===== src/rtl/sample_stream_tx.sv =====
// -----------------------------------------------------------------------------
// sample_stream_tx
//   Serialises one DATA_WIDTH-bit sample per handshake into bytes, MSB byte
//   first, for a byte-wide receiver. Each byte is shown on byte_out with
//   byte_valid high for exactly one cycle. After each byte there are
//   GAP_CYCLES idle cycles. unit_sel tells the receiver which unit the bytes
//   are for. A sample that targets a unit at or above NUM_UNITS is accepted
//   and thrown away, and drop pulses for one cycle.
//
// Optional feature (macro SAMPLE_STREAM_TX_STATS_EN):
//   Adds the sent_count output. It counts completed samples and saturates.
//
// Ports
//   clk        in   rising-edge clock
//   rst_n      in   asynchronous active-low reset
//   s_valid    in   sample offered
//   s_ready    out  high in IDLE; a sample is taken when s_valid && s_ready
//   s_data     in   sample value
//   s_unit     in   destination unit index
//   byte_out   out  serialised byte; 8'h00 whenever byte_valid is low
//   byte_valid out  one-cycle strobe per byte
//   unit_sel   out  unit of the current or last sample
//   busy       out  high while a sample is held or being sent
//   drop       out  one-cycle pulse, in the cycle after an illegal unit is taken
//   sent_count out  completed-sample count (only with SAMPLE_STREAM_TX_STATS_EN)
//   dbg_state  out  current FSM state (IDLE=0, SEND=1, GAP=2)
//
// Handshake: s_valid/s_ready use strict valid/ready semantics. A transfer
//   happens on a rising edge where both are high. s_ready does not depend on
//   s_valid. There is no skid buffer, so s_data and s_unit are ignored while
//   s_ready is low.
// -----------------------------------------------------------------------------
module sample_stream_tx #(
  parameter int NUM_UNITS  = 2,
  parameter int DATA_WIDTH = 16,
  parameter int GAP_CYCLES = 1
) (
  input  logic                  clk,
  input  logic                  rst_n,
  input  logic                  s_valid,
  output logic                  s_ready,
  input  logic [DATA_WIDTH-1:0] s_data,
  input  logic [1:0]            s_unit,
  output logic [7:0]            byte_out,
  output logic                  byte_valid,
  output logic [1:0]            unit_sel,
  output logic                  busy,
  output logic                  drop,
`ifdef SAMPLE_STREAM_TX_STATS_EN
  output logic [15:0]           sent_count,
`endif
  output logic [1:0]            dbg_state
);

  localparam int          NBYTES      = DATA_WIDTH / 8;
  localparam logic [2:0]  NBYTES_L    = 3'(NBYTES);
  localparam logic [2:0]  NUM_UNITS_L = 3'(NUM_UNITS);
  localparam logic [3:0]  GAP_L       = 4'(GAP_CYCLES);

  typedef enum logic [1:0] {
    IDLE = 2'd0,
    SEND = 2'd1,
    GAP  = 2'd2
  } state_e;

  state_e                state_q, state_d;
  logic [DATA_WIDTH-1:0] shift_q, shift_d;
  logic [1:0]            unit_q,  unit_d;
  logic [2:0]            bcnt_q,  bcnt_d;   // bytes still to send, including the current one
  logic [3:0]            gcnt_q,  gcnt_d;   // gap cycles remaining
  logic                  drop_q,  drop_d;
  logic                  unit_legal;

  assign unit_legal = ({1'b0, s_unit} < NUM_UNITS_L);

  always_ff @(posedge clk or negedge rst_n) begin
    if (!rst_n) begin
      state_q <= IDLE;
      shift_q <= '0;
      unit_q  <= 2'd0;
      bcnt_q  <= 3'd0;
      gcnt_q  <= 4'd0;
      drop_q  <= 1'b0;
    end else begin
      state_q <= state_d;
      shift_q <= shift_d;
      unit_q  <= unit_d;
      bcnt_q  <= bcnt_d;
      gcnt_q  <= gcnt_d;
      drop_q  <= drop_d;
    end
  end

  always_comb begin
    state_d = state_q;
    shift_d = shift_q;
    unit_d  = unit_q;
    bcnt_d  = bcnt_q;
    gcnt_d  = gcnt_q;
    drop_d  = 1'b0;
    case (state_q)
      IDLE: begin
        if (s_valid) begin
          if (unit_legal) begin
            shift_d = s_data;
            unit_d  = s_unit;
            bcnt_d  = NBYTES_L;
            state_d = SEND;
          end else begin
            // Illegal unit: nothing is latched and the FSM stays in IDLE.
            drop_d = 1'b1;
          end
        end
      end
      SEND: begin
        shift_d = shift_q << 8;
        bcnt_d  = bcnt_q - 3'd1;
        if (GAP_CYCLES > 0) begin
          gcnt_d  = GAP_L;
          state_d = GAP;
        end else if (bcnt_q == 3'd1) begin
          state_d = IDLE;
        end else begin
          state_d = SEND;
        end
      end
      GAP: begin
        gcnt_d = gcnt_q - 4'd1;
        if (gcnt_q == 4'd1) begin
          // bcnt_q was already decremented in SEND, so zero means the last byte is done.
          state_d = (bcnt_q == 3'd0) ? IDLE : SEND;
        end
      end
      default: state_d = IDLE;
    endcase
  end

  assign s_ready    = (state_q == IDLE);
  assign busy       = (state_q != IDLE);
  assign byte_valid = (state_q == SEND);
  assign byte_out   = (state_q == SEND) ? shift_q[DATA_WIDTH-1 -: 8] : 8'h00;
  assign unit_sel   = unit_q;
  assign drop       = drop_q;
  assign dbg_state  = state_q;

`ifdef SAMPLE_STREAM_TX_STATS_EN
  logic [15:0] sent_q, sent_d;

  // The count steps on the edge that ends the last SEND of a sample.
  always_comb begin
    sent_d = sent_q;
    if (state_q == SEND && bcnt_q == 3'd1 && sent_q != 16'hFFFF) begin
      sent_d = sent_q + 16'd1;
    end
  end

  always_ff @(posedge clk or negedge rst_n) begin
    if (!rst_n) sent_q <= 16'd0;
    else        sent_q <= sent_d;
  end

  assign sent_count = sent_q;
`endif

endmodule


===== config.mk =====
export PLATFORM = sky130hd
export DESIGN_NAME = sample_stream_tx
export DESIGN_NICKNAME = d
export VERILOG_FILES = /design/src/rtl/sample_stream_tx.sv
export SDC_FILE = /design/constraint.sdc
export NUM_CORES = 1
export LEC_CHECK = 0
export ABC_CLOCK_PERIOD_IN_PS = 3700
export CAP_MARGIN = 20
export CORE_ASPECT_RATIO = 1.1
export CORE_MARGIN = 5
export CORE_UTILIZATION = 45
export CTS_CLUSTER_DIAMETER = 60
export DETAILED_ROUTE_END_ITERATION = 6
export PLACE_DENSITY = 0.79
export SETUP_SLACK_MARGIN = 0.15
export SKIP_LAST_GASP = 1
export SYNTH_ARGS = -nofsm -noshare
export SYNTH_HDL_FRONTEND = slang
export SYNTH_SLANG_ARGS = --single-unit

===== constraint.sdc =====
create_clock -name clk -period 3.7 [get_ports clk]
set_input_delay 0.555 -clock clk [delete_from_list [all_inputs] [get_ports clk]]
set_output_delay 0.555 -clock clk [all_outputs]
set_load 0.01 [all_outputs]

# After elaboration in Yosys (flattened, before gate mapping)

Cells that the tools add are included.

Reduce and logical (&&, ||, !) cells: 8
Eq/ne operators: 6
$lt $le $gt $ge: 1
Add/sub/neg operators: 2
Mux-type cells: 16

Operator list:

| kind                                                                | count |
|---|---|
| 16-bit two-way mux                                                  | 2 |
| 16-bit case mux with 2 select lines                                 | 1 |
| 3-bit AND reduction                                                 | 3 |
| 8-bit two-way mux                                                   | 1 |
| 4-bit case mux with 2 select lines                                  | 1 |
| 2-bit two-way mux                                                   | 3 |
| 3-bit two-way mux                                                   | 2 |
| 2-bit case mux with 3 select lines                                  | 1 |
| 3-bit case mux with 2 select lines                                  | 1 |
| 2-bit nonzero test                                                  | 3 |
| 4-bit by 1-bit == test with 1-bit output (second input constant)    | 1 |
| 1-bit two-way mux                                                   | 4 |
| 2-bit != test (second input constant)                               | 2 |
| 4-bit by 1-bit subtractor with 4-bit output (second input constant) | 1 |
| 3-bit logical NOT                                                   | 1 |
| 3-bit by 1-bit subtractor with 3-bit output (second input constant) | 1 |
| 2-bit by 1-bit == test with 1-bit output (second input constant)    | 1 |
| 2-bit == test (second input constant)                               | 1 |
| 2-bit logical NOT                                                   | 1 |
| 2-bit < comparator (second input constant)                          | 1 |
| 2-bit by 1-bit != test with 1-bit output (second input constant)    | 1 |

Word-level logic and storage cells: 39
Output and inout bits: 16
Bits of input ports: 21
Bits in registers: 28

# Logic depth before layout (Yosys ltp)

Depth in word-level cells: 4
Mapped depth: 7
Depth with buffers taken out: 6

# Worst setup path before layout

OpenSTA, ideal clock, no wires.

Path type: reg2out
From: register state_q[1], in the netlist dbg_state[1]
To: output byte_out[0]
Data required time: 3.145 ns
Stages on the path, launching flop included: 7
Buffers on the path: 3
Slack: 1.661 ns
Arrival: 1.484 ns
Cell sequence: dfrtp_1 inv_1 ha_1 buf_4 buf_2 clkbuf_1 and2_1

Cells in the longest elaborated chain, start to end: 2

RTL lines:

| element                                  | RTL line | text |
|---|---|---|
| start, declared                          | 66       | `state_e state_q, state_d;` |
| start signal, assigned                   | 85       | `state_q <= state_d;` |
| 2-bit by 1-bit == test with 1-bit output | -        |  |
| via byte_valid                           | 45       | `output logic byte_valid,` |
| 8-bit two-way mux                        | 141      | `assign byte_out = (state_q == SEND) ? shift_q[DATA_WIDTH-1 -: 8] : 8'h00;` |
| end, declared                            | 44       | `output logic [7:0] byte_out,` |

The timed path passes the listed nets, and every way through them passes these cells.

# Worst setup path in the final report

From: register state_q[1], in the netlist dbg_state[1]
To: output byte_out[2]

Cells in the longest elaborated chain, start to end: 2

RTL lines:

| element                                  | RTL line |
|---|---|
| 2-bit by 1-bit == test with 1-bit output | 141 |
| 8-bit two-way mux                        | 141 |

Every way passes these cells.

==> impl_summary.txt <==
----------------------------------------------------
[STA]
  Final worst setup slack ... 731 ps
  Final setup vio count ... 0
  Share of the clock period used by the worst path after layout ... 80.2%
  Final Hold Viols ... 0
  Final slew viol count ... 0
  Transition time of the tightest slew-check pin ... 907 ps
  Max-slew headroom ... 39.5%
  Unrepaired setup endpoints after global routing ... false
  Final Skew ... 5.14 ps
  Hold Worst Slack ... 510 ps
  Total negative slack for setup checks ... 0 ps
  Clock period minus worst slack ... 2970 ps
  Maximum clock rate ... 337 MHz

[Clocking]
  Post-CTS repair timing setup buffer count ... 0
  Post-CTS Hold Buffers ... 0
  Clock sink count ... 28
  CTS tree ... done
  Count of cells resized by post-cts repair ... 0
  Clock-pin slew on the worst setup and hold paths ... 150 ps
  CTS Buf Count ... 3
  CTS root buf ... sky130_fd_sc_hd__clkbuf_4
  H-Tree Depth ... 1
  Clock latency reported for the late side of the worst-skew pair ... 330 ps
  Maximum buffer depth of the clock tree ... 2

[Setup path]
  Reg-to-Reg End ... shift_q[13]$_DFFE_PN0P_
  CP max stage cell ... sky130_fd_sc_hd__ha_1
  Crit path DAT ... 2410 ps
  Maximum net fanout on the critical path ... 27
  Register-to-register path setup slack ... 1440 ps
  Start-to-end type of the worst setup path ... register to primary output
  Data required, critical path ... 3140 ps
  WP buf/inv ... 2
  Ordered cell list for the critical path ... inv_1 > ha_1 > and2_1 > clkdlybuf4s50_1
  Worst path max stage delay ... 750 ps
  Sort of element at the start of the critical path ... register
  CP top delay family ... adder cells
  Depth of the worst register-to-register path ... 5
  Critical Path End Type ... primary output
  Source of the worst register-to-register timing path ... dbg_state[1]$_DFFE_PN0P_

[Placed design]
  Final weighted congestion of routability-driven global placement ... 0.746
  Placement Setup Slack ... 1100 ps
  Post-detail-place hpwl ... 2.33 mm
  IO buf count ... 36

[Routing]
  Detail-routed net length per standard cell ... 15.9 um
  Total number of vias ... 1005
  Avg Vias per Cell ... 5.26
  First-pass iteration count of the detailed router ... 3
  Final routed wirelength across all metal layers ... 3.03 mm
  Starting DRT DRC Count ... 23
  Post-detailed-route DRC marker count ... 0
  Remaining antenna violation count after routing ... 0

[Logic synthesis]
  Top FF cell, synth ... sky130_fd_sc_hd__dfrtp_1
  EDFF count, synth ... 0
  Gate Count Post-Synth ... 121
  Async S/R FF share, synth ... 100%
  Net Count, Synth ... 150
  Yosys warns ... 0
  Mean Syn Cell Area ... 12.0 um2
  Synthesis-stage register bit count ... 28
  Distinct cells, synth ... 33
  Register area share after synthesis ... 48.1%
  Synthesized cell area ... 0.00146 mm2

[Die]
  Die Outline Area ... 0.00448 mm2
  Starting density of the core ... 47.4%
  Floorplan die width ... 64.3 um
  Placeable core region ... 0.00307 mm2
  Die Height ... 69.7 um
  Number of standard-cell rows in the floorplan ... 21
  I/O pin count ... 37

[Hold path]
  Count of cells along the worst hold path ... 1
  Min-Delay Path Class ... register to register
  Worst hold endpoint ... unit_sel[1]$_DFFE_PN0P_
  Startpoint of the lowest-slack hold path ... unit_sel[1]$_DFFE_PN0P_

[Power]
  Pwr Density ... 730 mW/mm2
  Leakage ... 0.829 nW
  Worst vdd rail ir drop ... 0.524 mV

[Finish]
  Fraction of layout cells with a size suffix above 1 ... 17.8%
  Net count, final ... 187
  P&R area growth vs syn ... 29.1%
  Most used cells in the layout excluding fill and tap cells ... 36 x sky130_fd_sc_hd__clkdlybuf4s50_1, 28 x sky130_fd_sc_hd__dfrtp_1, 17 x sky130_fd_sc_hd__mux2_2
  Antenna Cells ... 0
  Most frequent standard cell in the layout excluding fill and tap cells ... sky130_fd_sc_hd__clkdlybuf4s50_1

[Global route]
  Number of global-route vias before repair ... 1136
  First-pass GRT wire length ... 5.14 mm
  Maximum number of pins on one net before global-route repair ... 29
  Antenna violations before repair ... 0
  Final global-route overflow total ... 0
  Total track usage ... 14.3%

[Flow run]
  Max-capacitance violation count ... 0

[Status]
  Result of the run ... completed

----------------------------------------------------
-- sequential cells by signal, indices dropped and copies added, names as in the netlist --
register / flops
bcnt_q: 3
unit_sel: 2
drop: 1
shift_q: 16
gcnt_q: 4
dbg_state: 2
-- synth_stat cells (all sizes together) (2+ instances only) --
| library cell | number | share of area, % |
|---|---|---|
| dfrtp | 28 | 48 |
| nand3 | 3 | 1.0 |
| nand3b | 2 | 1.0 |
| a21oi | 2 | 1.5 |
| nand2 | 3 | 0.77 |
| nand2b | 2 | 0.86 |
| nor2 | 4 | 1.2 |
| a22o | 9 | 5.4 |
| o21ai | 5 | 2.0 |
| buf | 4 | 2.4 |
| or3b | 2 | 1.2 |
| inv | 9 | 2.3 |
| mux2 | 19 | 15 |
| and2 | 9 | 3.9 |
| ha | 8 | 6.9 |
-- kinds of logic (layout without fill, tap and decap cells) --
family / count (synthesis) / count (layout) / synth area share (%)
AND/OR/NAND/NOR: 29 / 29 / 11.9
adder cells (fa/ha/maj): 8 / 8 / 6.87
XOR/XNOR: 1 / 1 / 0.601
multiplexers: 19 / 19 / 14.7
AO/OA/AOI/OAI: 22 / 22 / 12.9
flip-flops: 28 / 28 / 48.1
buffers and inverters: 14 / 50 / 4.98
-- area by class of cell --
cell class                      count  area (um2)
Tap cell                           34        42.5
Timing Repair Buffer               37         368
Fill cell                         241        1190
Clock inverter                      1        30.0
Inverter                            9        33.8
Clock buffer                        3        22.5
Sequential cell                    28         701
Multi-Input combinational cell     79         684
-- per-stage QoR --
stage	utilization [%]	total power [mW]	instance area (um2)	std cells
after floorplan	-	0.964	1460	121
after global placement	59.5	1.14	1830	187
after detailed placement	59.5	1.19	1830	187
after CTS	61.2	1.39	1880	191
after global routing	61.2	1.47	1880	191
final	61.2	1.37	1880	191
-- worst reg2reg max path: cells and delay by family, from the launching register on --
family	cells	cell delay, ps
compound gates	1	420
fa+ha+maj	1	500
buf+inv	1	80
flops	1	440
mux	1	400
simple gates	1	330
-- how the worst max path moves through the flow --
stage / end / startpoint / cells after the start / slack [ps]
finish: byte_out[2] / dbg_state[1]$_DFFE_PN0P_ / 4 / 730
global route: byte_out[6] / dbg_state[1]$_DFFE_PN0P_ / 4 / 540
detailed placement: byte_out[2] / dbg_state[1]$_DFFE_PN0P_ / 4 / 1100
global placement: byte_out[3] / dbg_state[1]$_DFFE_PN0P_ / 4 / 1190
CTS: byte_out[6] / dbg_state[1]$_DFFE_PN0P_ / 4 / 700
floorplan: byte_out[0] / dbg_state[1]$_DFFE_PN0P_ / 6 / 1660
-- power breakdown --
group	total, mW	internal [mW]	switching (mW)
Sequential	0.508	0.432	0.0758
Combinational	0.664	0.362	0.303
Clock	0.202	0.110	0.0925
Total	1.37	0.903	0.471
-- metal layers --
layer	part of all wire (%)	global-route usage (%)	up-vias
li1	-	-	495
met1	39	15.7	488
met2	57	25.9	15
met3	2.3	2.43	7
met4	2.1	6.56	0
met5	0	0	-
(Power assumes the default switching activity.)
